[src/rtl/pipe_pkg.sv]
// Shared types and encodings for the RV32I pipeline sequencing logic.
package pipe_pkg;

   typedef enum logic {
      RUN     = 1'b0,
      MEMWAIT = 1'b1
   } state_t;

   localparam logic [1:0] FWD_RF = 2'b00;
   localparam logic [1:0] FWD_W  = 2'b01;
   localparam logic [1:0] FWD_M  = 2'b10;

   localparam logic [1:0] WB_SEL_ALU  = 2'b00;
   localparam logic [1:0] WB_SEL_LOAD = 2'b01;
   localparam logic [1:0] WB_SEL_PC4  = 2'b10;
   localparam logic [1:0] WB_SEL_IMM  = 2'b11;

   // x0 is hardwired to zero, so it can never be the source of a hazard.
   function automatic logic reg_match(input logic [4:0] rd, input logic [4:0] rs);
      return (rd != 5'd0) && (rd == rs);
   endfunction

endpackage

[src/rtl/fwd_unit.sv]
// Combinational EX-stage operand forwarding select for one source operand.
module fwd_unit
   import pipe_pkg::*;
(
   input  logic [4:0] rs,
   input  logic [4:0] rd_m,
   input  logic       wren_m,
   input  logic [4:0] rd_w,
   input  logic       wren_w,
   output logic [1:0] sel
);

   // The Memory-stage result is younger than the Writeback one, so it wins.
   always_comb begin
      sel = FWD_RF;
      if (wren_m && reg_match(rd_m, rs)) begin
         sel = FWD_M;
      end else if (wren_w && reg_match(rd_w, rs)) begin
         sel = FWD_W;
      end
   end

endmodule

[src/rtl/hazard_sched.sv]
// Pipeline sequencing controller: stalls, flushes, forwarding selects,
// performance counters and data-memory timeout detection.
module hazard_sched #(
   parameter logic [1:0] WB_SEL_LOAD = 2'b01,
   parameter int         MAX_WAIT    = 16,
   parameter int         CNT_W       = 32
) (
   input  logic             i_clk,
   input  logic             i_rst,
   input  logic [4:0]       i_rs1_addr_D,
   input  logic [4:0]       i_rs2_addr_D,
   input  logic [4:0]       i_rs1_addr_E,
   input  logic [4:0]       i_rs2_addr_E,
   input  logic [4:0]       i_rd_addr_E,
   input  logic [4:0]       i_rd_addr_M,
   input  logic [4:0]       i_rd_addr_W,
   input  logic             i_rd_wren_E,
   input  logic             i_rd_wren_M,
   input  logic             i_rd_wren_W,
   input  logic [1:0]       i_wb_sel_E,
   input  logic             i_pc_sel_E,
   input  logic             i_mem_req_M,
   input  logic             i_mem_ack,
   output logic             o_stall_F,
   output logic             o_stall_D,
   output logic             o_stall_E,
   output logic             o_stall_M,
   output logic             o_flush_D,
   output logic             o_flush_E,
   output logic             o_flush_W,
   output logic [1:0]       o_fwd_a_E,
   output logic [1:0]       o_fwd_b_E,
   output logic [CNT_W-1:0] o_stall_cnt,
   output logic [CNT_W-1:0] o_flush_cnt,
   output logic             o_mem_timeout
);

   import pipe_pkg::state_t;
   import pipe_pkg::RUN;
   import pipe_pkg::MEMWAIT;
   import pipe_pkg::FWD_RF;
   import pipe_pkg::reg_match;

   localparam logic [7:0] MAX_W = 8'(MAX_WAIT);

   state_t     state;
   state_t     state_next;
   logic       mem_wait;
   logic       load_use;
   logic [7:0] wait_cnt;
   logic [1:0] fwd_a;
   logic [1:0] fwd_b;

   assign mem_wait = i_mem_req_M && !i_mem_ack;
   assign load_use = (i_wb_sel_E == WB_SEL_LOAD) && i_rd_wren_E &&
                     (reg_match(i_rd_addr_E, i_rs1_addr_D) ||
                      reg_match(i_rd_addr_E, i_rs2_addr_D));

   fwd_unit u_fwd_a (
      .rs     (i_rs1_addr_E),
      .rd_m   (i_rd_addr_M),
      .wren_m (i_rd_wren_M),
      .rd_w   (i_rd_addr_W),
      .wren_w (i_rd_wren_W),
      .sel    (fwd_a)
   );

   fwd_unit u_fwd_b (
      .rs     (i_rs2_addr_E),
      .rd_m   (i_rd_addr_M),
      .wren_m (i_rd_wren_M),
      .rd_w   (i_rd_addr_W),
      .wren_w (i_rd_wren_W),
      .sel    (fwd_b)
   );

   assign o_fwd_a_E = i_rst ? FWD_RF : fwd_a;
   assign o_fwd_b_E = i_rst ? FWD_RF : fwd_b;

   always_ff @(posedge i_clk or posedge i_rst) begin
      if (i_rst) begin
         state <= RUN;
      end else begin
         state <= state_next;
      end
   end

   always_comb begin
      state_next = state;
      case (state)
         RUN:     if (mem_wait)  state_next = MEMWAIT;
         MEMWAIT: if (!mem_wait) state_next = RUN;
         default: state_next = RUN;
      endcase
   end

   // A memory wait outranks a branch, which in turn discards any load-use hazard.
   always_comb begin
      o_stall_F = 1'b0;
      o_stall_D = 1'b0;
      o_stall_E = 1'b0;
      o_stall_M = 1'b0;
      o_flush_D = 1'b0;
      o_flush_E = 1'b0;
      o_flush_W = 1'b0;
      if (!i_rst) begin
         if (mem_wait) begin
            o_stall_F = 1'b1;
            o_stall_D = 1'b1;
            o_stall_E = 1'b1;
            o_stall_M = 1'b1;
            o_flush_W = 1'b1;
         end else if (i_pc_sel_E) begin
            o_flush_D = 1'b1;
            o_flush_E = 1'b1;
         end else if (load_use) begin
            o_stall_F = 1'b1;
            o_stall_D = 1'b1;
            o_flush_E = 1'b1;
         end
      end
   end

   // Counts consecutive wait cycles, including the one that enters MEMWAIT;
   // the timeout is sticky and does not release the stall.
   always_ff @(posedge i_clk or posedge i_rst) begin
      if (i_rst) begin
         wait_cnt      <= 8'd0;
         o_mem_timeout <= 1'b0;
      end else if (mem_wait) begin
         if (wait_cnt != MAX_W) begin
            wait_cnt <= wait_cnt + 8'd1;
         end
         if (wait_cnt == MAX_W - 8'd1) begin
            o_mem_timeout <= 1'b1;
         end
      end else begin
         wait_cnt <= 8'd0;
      end
   end

   always_ff @(posedge i_clk or posedge i_rst) begin
      if (i_rst) begin
         o_stall_cnt <= '0;
         o_flush_cnt <= '0;
      end else begin
         if (o_stall_F && (o_stall_cnt != '1)) begin
            o_stall_cnt <= o_stall_cnt + CNT_W'(1);
         end
         if ((o_flush_D || o_flush_E) && (o_flush_cnt != '1)) begin
            o_flush_cnt <= o_flush_cnt + CNT_W'(1);
         end
      end
   end

endmodule

[config.mk]
export PLATFORM = sky130hd
export DESIGN_NAME = hazard_sched
export DESIGN_NICKNAME = d
export VERILOG_FILES = /design/src/rtl/pipe_pkg.sv /design/src/rtl/fwd_unit.sv /design/src/rtl/hazard_sched.sv
export SDC_FILE = /design/constraint.sdc
export NUM_CORES = 1
export LEC_CHECK = 0
export BUFFER_PORTS_ARGS = -buffer_cell sky130_fd_sc_hd__buf_2
export CORE_MARGIN = 4
export CORE_UTILIZATION = 40
export DETAILED_ROUTE_END_ITERATION = 16
export GPL_ROUTABILITY_DRIVEN = 0
export PLACE_DENSITY_LB_ADDON = 0.1
export RECOVER_POWER = 25
export SLEW_MARGIN = 10
export SYNTH_ARGS = -nofsm -noshare
export SYNTH_HDL_FRONTEND = slang
export SYNTH_SLANG_ARGS = --single-unit
[constraint.sdc]
create_clock -name i_clk -period 7.6 [get_ports i_clk]
set_clock_uncertainty 0.2 [all_clocks]
set_input_delay 1.52 -clock i_clk [delete_from_list [all_inputs] [get_ports i_clk]]
set_output_delay 1.52 -clock i_clk [all_outputs]
set_load 0.01 [all_outputs]
==> flow_summary.json, run 1 <==
{
  "syn-cell-area_sq_um": 4220,
  "synth_top_area_frac": 0.433,
  "report.final.slew_viol_count": 0,
  "ys_seq_elements": 73,
  "syn2layout_area_growth_pct": 21.3,
  "coreArea_sq_um": 10300,
  "yosysSeqAreaShare": 0.433,
  "cts_root_buf": "clkbuf_8",
  "path_clk_slew_ns": 0.07,
  "die_w_um": 111,
  "critPathRequiredTime_ns": 5.88,
  "first_global_vias": 3435,
  "peakVddDrop_mv": 0.0701,
  "cp_slowest_stage_delay_ns": 0.97,
  "crit_path_end_kind": "output port",
  "fillCellCount": 998,
  "postCtsResizedCells": 0,
  "p_int_uw": 589,
  "cts_buffer_depth": 2,
  "combPwrFrac": 0.158,
  "post_cts_buffers": 0,
  "dp_hpwl_um": 7670,
  "async_reset_ff_frac": 1.00,
  "die_h_um": 111,
  "setup_viol": 0,
  "netlist-cell-type-count": 50,
  "yosysTopAreaCell": "dfrtp_1",
  "dr.first_iter.drc_count": 80,
  "grt.total_usage": 0.162,
  "met1Wirelength_um": 4700,
  "top_layer_used": "met4",
  "wl_met3_um": 588,
  "synth_common_cells": "73 x dfrtp_1, 56 x xnor2_1, 43 x xor2_1",
  "critPathMaxFanout": 37,
  "cts_buffers": 9,
  "worstSetupPathType": "input pin to output port",
  "ff2ff_path_depth": 7,
  "synth_edf_count": 0,
  "cap_viol_max_count": 0,
  "fin_crit_ns": 5.56,
  "reg2reg_slack_ns": 4.83,
  "grt_pass1_wl_um": 16700,
  "die_area_sq_um": 12300,
  "synth_area_leaders": "dfrtp_1 43%, xnor2_1 12%, xor2_1 8.9%",
  "cts_tree": "yes",
  "p_per_area_nw_per_um2": 163,
  "holdPathStages": 1,
  "reg2reg_from": "o_flush_cnt[0]",
  "slew_headroom": 0.0955,
  "hold_viol": 0,
  "critPathTopFamily": "buffers and inverters",
  "worstReg2RegEnd": "o_flush_cnt[1]",
  "cts.sinks": 73,
  "yosysWarnings": 0,
  "portBuffers": 120,
  "drc": 0,
  "clock.fmax_ghz": 0.180,
  "crit_top_cell": "inv_1",
  "drive_gt1_frac": 0.304,
  "path_buf_inv": 5,
  "yosys_most_used_dff": "dfrtp_1",
  "seq_power_share": 0.531,
  "syn_avg_cell_area_sq_um": 10.2,
  "worst_slew_pin_slew_ns": 1.36,
  "dr_wl_met2_um": 4460,
  "cp_cell_sequence": "clkbuf_1 -> inv_1 -> buf_4 -> nand2_1 -> inv_1 -> o21a_1 -> buf_2",
  "grt_max_degree": 38,
  "antenna_found_initial": 0,
  "syn_inst": 413,
  "rsz0062_at_grt": "false",
  "fin_hold_ws_ns": 0.283,
  "vias": 3448,
  "nets": 587,
  "wl_um": 9810,
  "pin_count": 121,
  "postCtsHoldBufs": 0,
  "syn_nets": 462,
  "via_per_inst": 5.08,
  "hold_path.class": "flop to flop",
  "grt.overflow.total": 0,
  "cp_data_arrival_time_ns": 3.84,
  "status": "completed",
  "startpoint_type": "input pin",
  "antenna_cells": 0,
  "start_util": 0.409,
  "min-delay-start": "o_mem_timeout",
  "drtPass1Iterations": 4,
  "layout_worst_path_cycle_share": 0.732,
  "power_leakage_uw": 0.00251,
  "synth.most_common_cell": "dfrtp_1",
  "p_sw_frac": 0.295,
  "rows": 37,
  "fin_tns_setup_ns": 0,
  "wl_per_cell_um": 14.4,
  "htree_levels": 3,
  "power_frac_clock": 0.310,
  "cp_slowest_cell": "inv_1",
  "insertion_delay_ns": 0.34,
  "net-switching-power_uw": 247,
  "antenna_left": 0,
  "hold_path_end": "o_mem_timeout"
}
## registers in the layout (all words and copies together) (netlist names)
signal	count
o_mem_timeout	1
o_flush_cnt	32
o_stall_cnt	32
wait_cnt	8
## placed cells by master (no fill, tap or decap), drive strengths merged, types with 3 or more instances in the layout
master	count
nand3	25
xnor2	56
inv	17
and3	10
nand2	36
nor4b	3
clkbuf	13
o21ai	3
nand4	23
and4	9
nor2	25
and2	6
nor4	20
clkinv	4
dfrtp	73
ha	4
buf	124
xor2	43
nor3	24
## metal layers
metal  vias to the layer above  track usage
met5                         -            0
met4                         0       0.0419
met3                         8       0.0360
met2                       100        0.254
met1                      1639        0.227
li1                       1701            -
## layout make-up
cell class              instances  area (sq um)  share of cell area
clock inverters                 4          20.0             0.00391
clock buffers                  12           135              0.0264
repair buffers                125           637               0.124
multi-input cells             312          2270               0.443
well taps                     136           170              0.0332
flip-flops and latches         73          1830               0.357
inverters                      17          63.8              0.0125
## kinds of logic (layout without fill, tap and decap cells)
| logic type | Yosys count | in the layout | share of synthesized area |
|---|---|---|---|
| simple gates | 190 | 190 | 0.281 |
| flops | 73 | 73 | 0.433 |
| buf+inv | 28 | 158 | 0.0314 |
| mux | 2 | 2 | 0.00533 |
| compound gates | 17 | 17 | 0.0326 |
| fa+ha+maj | 4 | 4 | 0.0119 |
| xor+xnor | 99 | 99 | 0.205 |
## through the flow
stage / worst slack, ns / util / cells / power (uW) / instance area [sq um]
detailed placement: 2.41 / 0.481 / 663 / 589 / 4970
finish: 2.04 / 0.496 / 679 / 836 / 5120
global route: 1.57 / 0.496 / 679 / 882 / 5120
CTS: 2.41 / 0.496 / 679 / 849 / 5120
global placement: 2.47 / 0.481 / 663 / 587 / 4970
floorplan: 1.80 / - / 413 / 523 / 4220
## power groups by stage
stage	logic (uW)	registers, uW	clock network (uW)
after floorplan	65.1	458	0
after global placement	134	452	0
after detailed placement	135	453	0
after CTS	136	446	267
after global routing	149	450	283
final	133	444	260
## how the worst max path moves through the flow
stage	startpoint	endpoint	slack, ns	cells past startpoint
floorplan	i_rst	o_stall_F	1.80	5
global placement	i_rst	o_stall_D	2.47	7
detailed placement	i_rst	o_stall_D	2.41	7
CTS	i_rst	o_stall_D	2.41	7
global route	i_rst	o_stall_D	1.57	7
finish	i_rst	o_stall_D	2.04	7
(Power assumes the default switching activity.)
==> inputs of run 2 (changes only) <==
==> constraint.sdc (replaced) <==
create_clock -name i_clk -period 4.52 [get_ports i_clk]
set_clock_uncertainty 0.2 [all_clocks]
set_input_delay 0.904 -clock i_clk [delete_from_list [all_inputs] [get_ports i_clk]]
set_output_delay 0.904 -clock i_clk [all_outputs]
set_load 0.01 [all_outputs]
==> flow_summary.json, run 2 (same netlist as run 1, synthesis figures left out) <==
{
  "status": "finished, violations left",
  "violations": "max-capacitance violations, max-slew violations",
  "antenna_found_initial": 0,
  "path_clk_slew_ns": 0.07,
  "grt_max_degree": 47,
  "peakVddDrop_mv": 0.178,
  "drc": 0,
  "cp_data_arrival_time_ns": 2.44,
  "p_sw_frac": 0.266,
  "post_layout_nonfiller_instances": 680,
  "drive_gt1_frac": 0.307,
  "antenna_cells": 0,
  "busiest_layer": "met2",
  "combPwrFrac": 0.141,
  "top_regs": "o_flush_cnt x32, o_stall_cnt x32, wait_cnt x8",
  "layout_commonest_cell": "buf_2",
  "met2_usage": 0.269,
  "clock.fmax_ghz": 0.282,
  "report.final.slew_viol_count": 75,
  "drtPass1Iterations": 4,
  "vias": 3443,
  "cts_buffer_depth": 2,
  "cap_viol_max_count": 2,
  "rows": 37,
  "p_per_area_nw_per_um2": 308,
  "cts.sinks": 73,
  "dp.cells": 664,
  "insertion_delay_ns": 0.35,
  "via_per_inst": 5.06,
  "cts_tree": "yes",
  "grt.overflow.total": 0,
  "critPathMaxFanout": 3,
  "slew_headroom": -0.613,
  "seq_power_share": 0.466,
  "setup_viol": 0,
  "cts_buffers": 9,
  "power_leakage_uw": 0.00254,
  "portBuffers": 120,
  "crit_path_end_kind": "output port",
  "hold_viol": 0,
  "fin_crit_ns": 3.55,
  "cts_root_buf": "clkbuf_8",
  "postCtsHoldBufs": 0,
  "final_util": 0.505,
  "coreArea_sq_um": 10300,
  "net-switching-power_uw": 426,
  "hold_path.class": "flop to flop",
  "pin_count": 121,
  "critPathRequiredTime_ns": 3.42,
  "p_int_uw": 1180,
  "wl_per_cell_um": 14.8,
  "use_met3": 0.0448,
  "antenna_left": 0,
  "layout_worst_path_cycle_share": 0.785,
  "rsz0062_at_grt": "false",
  "startpoint_type": "input pin",
  "post_cts_buffers": 0,
  "final_cell_mix": "119 x buf_2, 73 x dfrtp_1, 56 x xnor2_1",
  "wl_um": 10100,
  "die_area_sq_um": 12300,
  "die_w_um": 111,
  "htree_levels": 3,
  "use_met1": 0.229,
  "syn2layout_area_growth_pct": 23.4,
  "dp_hpwl_um": 7690,
  "grt_pass1_wl_um": 17200,
  "postCtsResizedCells": 0,
  "grt.total_usage": 0.168,
  "dr.first_iter.drc_count": 198,
  "nets": 588,
  "worst_slew_pin_slew_ns": 2.42,
  "start_util": 0.409,
  "power_frac_clock": 0.393,
  "die_h_um": 111,
  "first_global_vias": 3456,
  "worstSetupPathType": "input pin to output port",
  "fin_tns_setup_ns": 0
}
[run 2: changes by cell type in the layout (fill, tap and decap cells not counted), sizes merged]
cell and delta:
inv -1, buf -1, bufinv +3, clkinvlp +2, clkbuf +1, clkinv -3
[run 2: worst paths after layout]
kind / start / end / slack, ns / cells after the start
worst max register to register: o_stall_cnt[12] / o_stall_cnt[1] / 2.04 / 6
worst min register to register: o_mem_timeout / o_mem_timeout / 0.28 / 1
worst min-delay path: o_mem_timeout / o_mem_timeout / 0.28 / 1
worst max-delay path: i_rd_addr_M[0] / o_fwd_a_E[0] / 0.97 / 6
min in group asynchronous: i_rst / o_stall_cnt[10] / 1.06 / 3
max in group asynchronous: i_rst / o_stall_cnt[21] / 1.31 / 3
[run 2: area by class of cell]
cell class | instances | area (sq um)
clock buffers | 11 | 141
clock inverters | 5 | 103
fillers | 1006 | 5110
inverters | 17 | 65.1
multi-input cells | 312 | 2270
flip-flops and latches | 73 | 1830
well taps | 136 | 170
repair buffers | 126 | 637
[run 2: critical path, stage by stage]
cell	delay, ns
buf_2	0.12
or4_1	0.50
o21ai_0	0.38
nor3_1	0.11
nor4_1	0.26
buf_2	0.17
[run 2: routing by layer]
metal	share of wire	vias up
li1	-	1701
met3	0.057	13
met4	0.0092	0
met2	0.46	99
met1	0.47	1630
met5	0	-
[run 2: per-stage QoR]
step | setup WS, ns | instance area (sq um) | hold slack (ns) | power (uW)
2_1_floorplan | 0.518 | 4230 | 0.306 | 879
3_3_place_gp | 1.02 | 4980 | 0.253 | 984
3_5_place_dp | 0.999 | 4980 | 0.270 | 990
4_1_cts | 0.990 | 5220 | 0.289 | 1620
5_1_grt | 0.677 | 5210 | 0.304 | 1690
6_report | 0.972 | 5210 | 0.281 | 1600
[run 2: power groups by stage]
stage	clock network (uW)	logic (uW)	registers, uW
after global placement	0	227	757
after floorplan	0	110	769
after global routing	681	255	755
final	630	226	746
after CTS	645	233	746
after detailed placement	0	232	758
==> inputs of run 3 (changes only) <==
--- a/config.mk
+++ b/config.mk
@@ -5,6 +5,7 @@
 export SDC_FILE = /design/constraint.sdc
 export NUM_CORES = 1
 export LEC_CHECK = 0
+export ABC_AREA = 1
 export BUFFER_PORTS_ARGS = -buffer_cell sky130_fd_sc_hd__buf_2
 export CORE_MARGIN = 4
 export CORE_UTILIZATION = 40
==> constraint.sdc (replaced) <==
create_clock -name i_clk -period 3 [get_ports i_clk]
set_clock_uncertainty 0.2 [all_clocks]
set_input_delay 0.6 -clock i_clk [delete_from_list [all_inputs] [get_ports i_clk]]
set_output_delay 0.6 -clock i_clk [all_outputs]
set_load 0.01 [all_outputs]
==> flow_summary.json, run 3 <==
{
  "status": "finished, violations left",
  "violations": "max-capacitance violations, max-slew violations",
  "coreArea_sq_um": 13200,
  "synth_common_cells": "328 x nand2_1, 91 x nand3_1, 75 x nor2_1",
  "fin_tns_setup_ns": 0,
  "cts_buffers": 9,
  "layout_commonest_cell": "nand2_1",
  "met2_usage": 0.337,
  "p_sw_frac": 0.283,
  "die_w_um": 125,
  "cp_cell_sequence": "buf_2 -> nor2_1 -> inv_1 -> nor2_1 -> inv_1 -> nand2_2 -> buf_2",
  "peakVddDrop_mv": 0.243,
  "postCtsHoldBufs": 0,
  "combPwrFrac": 0.150,
  "post_cts_buffers": 0,
  "yosys_most_used_dff": "dfrtp_1",
  "clock.fmax_ghz": 0.397,
  "via_per_inst": 4.91,
  "grt_max_degree": 74,
  "wl_um": 15000,
  "vias": 5492,
  "layout_worst_path_cycle_share": 0.839,
  "drc": 0,
  "start_util": 0.410,
  "cts_tree": "yes",
  "hold_path.class": "flop to flop",
  "startpoint_type": "input pin",
  "die_h_um": 125,
  "portBuffers": 120,
  "report.final.slew_viol_count": 74,
  "dp_hpwl_um": 11500,
  "nets": 988,
  "synth_edf_count": 0,
  "antenna_found_initial": 0,
  "setup_viol": 0,
  "critPathMaxFanout": 7,
  "critPathRequiredTime_ns": 2.20,
  "drtPass1Iterations": 4,
  "htree_levels": 3,
  "dp.cells": 1104,
  "postCtsResizedCells": 0,
  "syn_avg_cell_area_sq_um": 6.60,
  "fillCellCount": 1440,
  "yosysSeqAreaShare": 0.336,
  "synth_top_area_frac": 0.336,
  "drive_gt1_frac": 0.180,
  "fin_area_sq_um": 6450,
  "rsz0062_at_grt": "false",
  "grt.total_usage": 0.200,
  "dr.first_iter.drc_count": 249,
  "post_layout_nonfiller_instances": 1119,
  "insertion_delay_ns": 0.34,
  "crit_path_end_kind": "output port",
  "power_leakage_uw": 0.00351,
  "cp_slowest_stage_delay_ns": 0.25,
  "grt_pass1_wl_um": 25900,
  "p_per_area_nw_per_um2": 403,
  "first_global_vias": 5306,
  "worst_slew_pin_slew_ns": 1.84,
  "synth.most_common_cell": "nand2_1",
  "net-switching-power_uw": 735,
  "yosysWarnings": 0,
  "yosysTopAreaCell": "dfrtp_1",
  "use_met1": 0.256,
  "use_met3": 0.0412,
  "hold_viol": 0,
  "syn_nets": 871,
  "cts_buffer_depth": 2,
  "final_cell_mix": "328 x nand2_1, 119 x buf_2, 91 x nand3_1",
  "p_int_uw": 1870,
  "fin_hold_ws_ns": 0.269,
  "pin_count": 121,
  "top_regs": "o_flush_cnt x32, o_stall_cnt x32, wait_cnt x8",
  "antenna_left": 0,
  "cts.sinks": 73,
  "async_reset_ff_frac": 1.00,
  "wl_per_cell_um": 13.4,
  "seq_power_share": 0.429,
  "path_clk_slew_ns": 0.05,
  "netlist-cell-type-count": 37,
  "cp_data_arrival_time_ns": 1.72,
  "syn2layout_area_growth_pct": 18.7,
  "syn-cell-area_sq_um": 5430,
  "grt.overflow.total": 0,
  "busiest_layer": "met2",
  "cap_viol_max_count": 1,
  "ys_seq_elements": 73,
  "rows": 42,
  "slew_headroom": -0.229,
  "fin_crit_ns": 2.52,
  "syn_inst": 822,
  "antenna_cells": 0,
  "place_area_sq_um": 6160,
  "synth_area_leaders": "dfrtp_1 34%, nand2_1 23%, nand3_1 8.4%",
  "power_frac_clock": 0.422,
  "cts_root_buf": "clkbuf_16",
  "worstSetupPathType": "input pin to output port",
  "die_area_sq_um": 15500,
  "cp_slowest_cell": "nor2_1"
}
-- run 3: cell count changes after synthesis, moves of 37 or more --
cell,before,now
nand2_1,36,328
nand3_1,24,91
inv_1,17,74
nor2_1,25,75
xnor2_1,56,19
-- run 3: logic make-up (layout without fill, tap and decap cells) --
kind of cell / count (synthesis) / count (layout) / synth area share
adders and majority gates: 4 / 4 / 0.00922
xor gates and xnor gates: 45 / 45 / 0.0726
buffers and inverters: 100 / 221 / 0.0823
and+or+nand+nor: 581 / 581 / 0.478
DFF: 73 / 73 / 0.336
AOI/OAI and AO/OA: 19 / 19 / 0.0217
-- run 3: worst max-delay path: cells and delay by family --
kind	cells	cell delay, ns
buffers and inverters	4	0.50
AND/OR/NAND/NOR	3	0.60
-- run 3: layout make-up --
cell class                 count  area (sq um)  share of cell area
clock buffer                  12           256              0.0398
clock inverter                 3          40.0             0.00621
inverter                      79           300              0.0466
multi-input combinational    649          3150               0.489
sequential                    73          1830               0.283
tap                          176           220              0.0342
timing repair buffer         127           649               0.101
-- run 3: path summary, 6_finish.rpt --
| path | start | endpoint | slack (ns) | cells past startpoint |
|---|---|---|---|---|
| min in group asynchronous | i_rst | o_flush_cnt[28] | 0.83 | 3 |
| worst min register to register | o_mem_timeout | o_mem_timeout | 0.27 | 1 |
| max in group asynchronous | i_rst | o_flush_cnt[17] | 0.69 | 3 |
| worst max-delay path | i_mem_ack | o_stall_F | 0.48 | 7 |
| worst max register to register | o_stall_cnt[0] | o_stall_cnt[20] | 0.60 | 9 |
| worst min-delay path | o_mem_timeout | o_mem_timeout | 0.27 | 1 |
-- run 3: per-stage QoR --
stage                     total power [uW]  setup WS (ns)   util
after floorplan                       1370         0.0869      -
after global placement                1530          0.651  0.465
after detailed placement              1530          0.553  0.465
after CTS                             2650          0.586  0.487
after global routing                  2760          0.217  0.487
final                                 2600          0.482  0.487
-- run 3: per-layer routing --
layer,vias up,part of all wire
li1,2853,-
met1,2498,0.45
met2,118,0.48
met3,23,0.042
met4,0,0.022
met5,-,0
-- run 3: power groups by stage --
stage | Sequential, uW | Combinational, uW | Clock, uW
detailed placement | 1130 | 397 | 0
global route | 1130 | 446 | 1180
CTS | 1110 | 398 | 1140
global placement | 1130 | 394 | 0
finish | 1120 | 389 | 1100
floorplan | 1140 | 230 | 0
